`src/rtl/pc_sequencer.sv`:
```
// pc_sequencer
// Program-counter unit for the CPU datapath. Holds the fetch PC and picks
// the next PC each clock from trap, return, call, jump, branch or sequential
// sources, honouring a busy stall. A DEPTH-entry circular return-address
// stack (RAS) backs call/ret, and misaligned redirect targets are diverted
// to TRAP_VEC with a one-cycle error pulse.
//
// Ports
//   CLK            clock, all state updates on posedge
//   RESET          asynchronous, active-high reset
//   busy           stall: pc and RAS hold (trap is still serviced)
//   trap           redirect to TRAP_VEC
//   branch_taken   redirect to branch_target
//   branch_target  branch destination
//   jump           redirect to jump_target
//   call           redirect to jump_target and push pc+STEP
//   ret            pop RAS top into pc (jump_target if RAS is empty)
//   jump_target    jump/call target, fallback target for ret on empty RAS
//   pc             current fetch address (registered)
//   pc_plus_step   pc+STEP, combinational, modulo 2^XLEN
//   ras_empty      RAS holds no entries
//   ras_full       RAS holds DEPTH entries
//   misalign_err   one-cycle pulse: a misaligned target was rejected
//   ras_underflow  one-cycle pulse: ret was issued on an empty RAS

module pc_sequencer #(
  parameter int              XLEN      = 32,
  parameter int              STEP      = 4,
  parameter logic [XLEN-1:0] RESET_VEC = '0,
  parameter logic [XLEN-1:0] TRAP_VEC  = XLEN'('h100),
  parameter int              DEPTH     = 4
) (
  input  logic            CLK,
  input  logic            RESET,
  input  logic            busy,
  input  logic            trap,
  input  logic            branch_taken,
  input  logic [XLEN-1:0] branch_target,
  input  logic            jump,
  input  logic            call,
  input  logic            ret,
  input  logic [XLEN-1:0] jump_target,
  output logic [XLEN-1:0] pc,
  output logic [XLEN-1:0] pc_plus_step,
  output logic            ras_empty,
  output logic            ras_full,
  output logic            misalign_err,
  output logic            ras_underflow
);

  localparam int              PW         = (DEPTH > 1) ? $clog2(DEPTH) : 1;
  localparam int              CW         = $clog2(DEPTH + 1);
  localparam logic [XLEN-1:0] STEP_V     = XLEN'(STEP);
  localparam logic [XLEN-1:0] ALIGN_MASK = XLEN'(STEP - 1);
  localparam logic [PW-1:0]   LAST_IDX   = PW'(DEPTH - 1);
  localparam logic [CW-1:0]   FULL_CNT   = CW'(DEPTH);

  logic [XLEN-1:0] ras_mem [DEPTH];
  logic [PW-1:0]   wr_ptr;
  logic [CW-1:0]   ras_cnt;

  logic [PW-1:0]   ptr_inc;
  logic [PW-1:0]   ptr_dec;
  logic [XLEN-1:0] ras_top;

  logic [XLEN-1:0] next_pc;
  logic [XLEN-1:0] target;
  logic            want_push;
  logic            do_push;
  logic            do_pop;
  logic            next_mis;
  logic            next_uf;

  assign pc_plus_step = pc + STEP_V;
  assign ras_empty    = (ras_cnt == '0);
  assign ras_full     = (ras_cnt == FULL_CNT);

  // wr_ptr always points at the slot the next push writes. Because the
  // storage is circular, a push while full lands on the oldest entry.
  always_comb begin
    ptr_inc = (wr_ptr == LAST_IDX) ? '0 : wr_ptr + PW'(1);
    ptr_dec = (wr_ptr == '0) ? LAST_IDX : wr_ptr - PW'(1);
    ras_top = ras_mem[ptr_dec];
  end

  // Next-PC selection. Trap wins even over busy. Otherwise one target is
  // chosen by priority and then validated for alignment; a misaligned target
  // diverts to TRAP_VEC and suppresses a call's push, but a ret's pop has
  // already consumed the entry and still happens.
  always_comb begin
    next_pc   = pc;
    target    = pc_plus_step;
    want_push = 1'b0;
    do_push   = 1'b0;
    do_pop    = 1'b0;
    next_mis  = 1'b0;
    next_uf   = 1'b0;
    if (trap) begin
      next_pc = TRAP_VEC;
    end else if (!busy) begin
      if (ret) begin
        if (!ras_empty) begin
          target = ras_top;
          do_pop = 1'b1;
        end else begin
          target  = jump_target;
          next_uf = 1'b1;
        end
      end else if (call) begin
        target    = jump_target;
        want_push = 1'b1;
      end else if (jump) begin
        target = jump_target;
      end else if (branch_taken) begin
        target = branch_target;
      end
      if ((target & ALIGN_MASK) != '0) begin
        next_pc  = TRAP_VEC;
        next_mis = 1'b1;
      end else begin
        next_pc = target;
        do_push = want_push;
      end
    end
  end

  // PC, pulse outputs and RAS state. The count saturates at DEPTH on an
  // overwriting push so ras_full stays asserted.
  always_ff @(posedge CLK or posedge RESET) begin
    if (RESET) begin
      pc            <= RESET_VEC;
      misalign_err  <= 1'b0;
      ras_underflow <= 1'b0;
      wr_ptr        <= '0;
      ras_cnt       <= '0;
      for (int i = 0; i < DEPTH; i++) begin
        ras_mem[i] <= '0;
      end
    end else begin
      pc            <= next_pc;
      misalign_err  <= next_mis;
      ras_underflow <= next_uf;
      if (do_push) begin
        ras_mem[wr_ptr] <= pc_plus_step;
        wr_ptr          <= ptr_inc;
        if (ras_cnt != FULL_CNT) begin
          ras_cnt <= ras_cnt + CW'(1);
        end
      end else if (do_pop) begin
        wr_ptr  <= ptr_dec;
        ras_cnt <= ras_cnt - CW'(1);
      end
    end
  end

endmodule
```
`config.mk`:
```
export PLATFORM = sky130hd
export DESIGN_NAME = pc_sequencer
export DESIGN_NICKNAME = d
export VERILOG_FILES = /design/src/rtl/pc_sequencer.sv
export SDC_FILE = /design/constraint.sdc
export NUM_CORES = 1
export LEC_CHECK = 0
export ABC_AREA = 1
export CAP_MARGIN = 5
export CORE_ASPECT_RATIO = 0.5
export CORE_MARGIN = 5
export CORE_UTILIZATION = 54
export DETAILED_ROUTE_END_ITERATION = 8
export PLACE_DENSITY_LB_ADDON = 0.05
export SLEW_MARGIN = 20
export SYNTH_ARGS = -nofsm -noshare
export SYNTH_HDL_FRONTEND = slang
export SYNTH_SLANG_ARGS = --single-unit
```
`constraint.sdc`:
```
create_clock -name CLK -period 11.8 [get_ports CLK]
set_input_delay 2.36 -clock CLK [delete_from_list [all_inputs] [get_ports CLK]]
set_output_delay 2.36 -clock CLK [all_outputs]
set_load 0.05 [all_outputs]
```
==> impl_results.md <==
- Min Hold Slack: roughly 0.50 ns
- N_diodes: 0
- Status: completed
- CP most frequent cell: nor2_1
- R2r worst-path depth: 13
- Mux cell area share after synthesis: 0
- Routed Antenna Nets: 0
- Worst slew pin tran: roughly 1.1 ns
- Critical path class: in -> reg
- Site Rows: 34
- Hold Path Cell Cnt: 2
- XOR/XNOR Fraction of Synth Area: 0.0126
- CP max stage delay: 1.13 ns
- Synthesized area per cell: 6.97 um^2
- Area leader, netlist: dfrtp_1
- Worst Setup Slack, final: 5.96 ns
- First-pass GRT wire length: 50.3 mm
- Post-synthesis cell type count: 30
- Setup Skew: roughly 0.015 ns
- Largest family of logic cells by synthesized area: simple AND/OR/NAND/NOR gates
- Yosys Warn Count: 0
- Leak Pwr: approximately 5.5 nW
- Slowest-stage cell, CP: clkdlybuf4s50_1
- Hold Buf Count CTS: 0
- Worst hold path class: reg -> reg
- TritonCTS clock tree: yes
- CP Cell Sequence: clkdlybuf4s50_1 > inv_2 > nand2_1 > nor2_1 > nor2_2 > nand3_2 > buf_4 > nor2_4 > nor2_1 > a21oi_1
- Final WL: roughly 32 mm
- Slew Viols, Final: 0
- Startpoint Class: input port
- Initial antenna violation count: 1
- Layout cells sized above 1: 0.0510
- Clk root buf: clkbuf_16
- Sequential area share after synthesis: 0.439
- Number of H-tree levels: 4
- Leading cell type in the layout, fill and taps excluded: nand2_1
- Routed len/inst: approximately 19 um
- Die Area: around 20000 um^2
- Fin nets: ~1500
- Die Span Y: 104 um
- GP Congestion: 0.960
- Worst Path Max Fanout: 48
- Initial Util: 0.550
- DRT Pass-1 Iters: 6
- Worst Path Required: between 10 and 15 ns
- Post-detail-place hpwl: between 20 and 25 mm
- Core area: ~17000 um^2
- Post-Syn Area: around 9500 um^2
- Post-Syn Instances: 1365
- CTS buffer count: 17
- Post-synth top area share: 0.439
- Final hold violation count: 0
- Post-route setup TNS: 0 ns
- Peak VDD IR: 0.126 mV
- DR vias/cell: roughly 5.7
- Clock Sinks: between 150 and 200
- Vias in the first global route: ~9000
- Post-synth EDFFs: 0
- Yosys reg bits: between 150 and 200
- Max Root-Sink Buffers: 2
- Critical path endpoint category: flop
- Max frequency: 171 MHz
- Post-CTS Resized: 0
- Die W: around 200 um
- Async SR Flop Fraction: 1.00
- Register area: 4180 um^2
- Util after Layout: 0.665
- RSZ-0062 raised after global routing: false
- Most frequent cells in the layout: 444 x nand2_1, 184 x o21ai_0, 167 x dfrtp_1, 147 x nor2_1, 139 x clkdlybuf4s50_1
- Congestion Overflow GR: 0
- # fillers: ~1500
- Relative slew slack: 0.289
- Via count: approximately 9700
- Area of the multi-input gates: 4500 um^2
- Arr. time, crit path: around 6.2 ns
- Port Buffers: around 140
- Complex-gate fraction of the synthesized area: 0.161
- Min cycle time layout: 5.84 ns
- Clock Latency Late Sink: 0.44 ns
- Drt drc: 0
- Syn_nets: 1443
- Final setup viols: 0
- Post-CTS setup buffers: 0
- Simple-Gate Fraction of Synth Area: 0.291
- Largest net degree at the start of global routing: a little over 100
- Clk slew on worst S/H paths: approximately 0.07 ns
- Synth Area in Adders: 0.00789
- Num ports: 140
- Tcrit/Tclk final: 0.495
- Max_cap viols: 0
- Place WS: roughly 5.6 ns
- P per Cell Area: between 200 and 250 nW/um^2
- 1st-iter DRT viols: approximately 1100
- Synth-to-layout area growth: 21.1%
- GRT Total Usage: 0.311
- Main flop type after synthesis: dfrtp_1
- Top cells by area, synth: dfrtp_1 44%, nand2_1 18%, o21ai_0 9.7%
[power breakdown]
part           total (W)  switching (W)  internal (W)
sequential      0.000880       0.000116      0.000764
combinational    0.00131       0.000936      0.000369
clock           0.000563       0.000273      0.000290
[path summary, 6_finish.rpt]
kind,startpoint,slack (ns),endpoint
max in group asynchronous,RESET,7.59,ras_mem[79]
min,ras_mem[17],0.50,ras_mem[17]
min in group asynchronous,RESET,2.37,ras_mem[57]
max reg2reg,wr_ptr[0],7.83,ras_mem[64]
max,ret,5.96,ras_mem[64]
min reg2reg,ras_mem[17],0.50,ras_mem[17]
[flip-flops by register name, indices dropped and copies added (netlist names)]
name           count
ras_cnt            3
ras_underflow      1
pc                32
ras_mem          128
wr_ptr             2
misalign_err       1
[synth_stat cells, types with 5 or more instances]
cell and instances:
inv_1 120, o21ai_1 16, dfrtp_1 167, nand2_1 445
clkbuf_1 42, o211ai_1 18, nand4_1 9, o21ai_0 184
xor2_1 8, nand3_1 53, inv_2 11, nor2_4 7
ha_1 6, a21oi_1 76, nor2_1 147, buf_4 5
buf_2 19
[logic make-up after synthesis]
| group | count (synthesis) |
|---|---|
| AND/OR/NAND/NOR | 678 |
| AO/OA/AOI/OAI | 296 |
| buffers and inverters | 206 |
| flip-flops | 167 |
| XOR/XNOR | 12 |
| adder cells (fa/ha/maj) | 6 |
[per-stage QoR]
stage          area, um^2  power (W)  instances
3_5_place_dp        10900    0.00214       1673
4_1_cts             11500    0.00271       1705
3_3_place_gp        10900    0.00211       1673
2_1_floorplan        9510    0.00170       1365
6_report            11500    0.00275       1705
5_1_grt             11500    0.00290       1705
[layout make-up]
type	instances	share of cell area
flip-flops and latches	167	0.363
well taps	234	0.0254
clock inverters	14	0.0131
inverters	132	0.0435
repair buffers	148	0.127
multi-input cells	992	0.390
clock buffers	18	0.0381
[worst max-delay path: cells and delay by family]
family / cells / cell delay, ns
AND/OR/NAND/NOR: 6 / 1.97
AO/OA/AOI/OAI: 1 / 0.17
buffers and inverters: 3 / 1.63
[per-layer routing]
layer,wire (um),track usage,vias to the layer above
met5,0,0,-
met4,365,0.0584,0
met3,4710,0.119,45
met2,12900,0.413,568
met1,14100,0.482,4597
li1,-,-,4516
(Power assumes the default switching activity.)
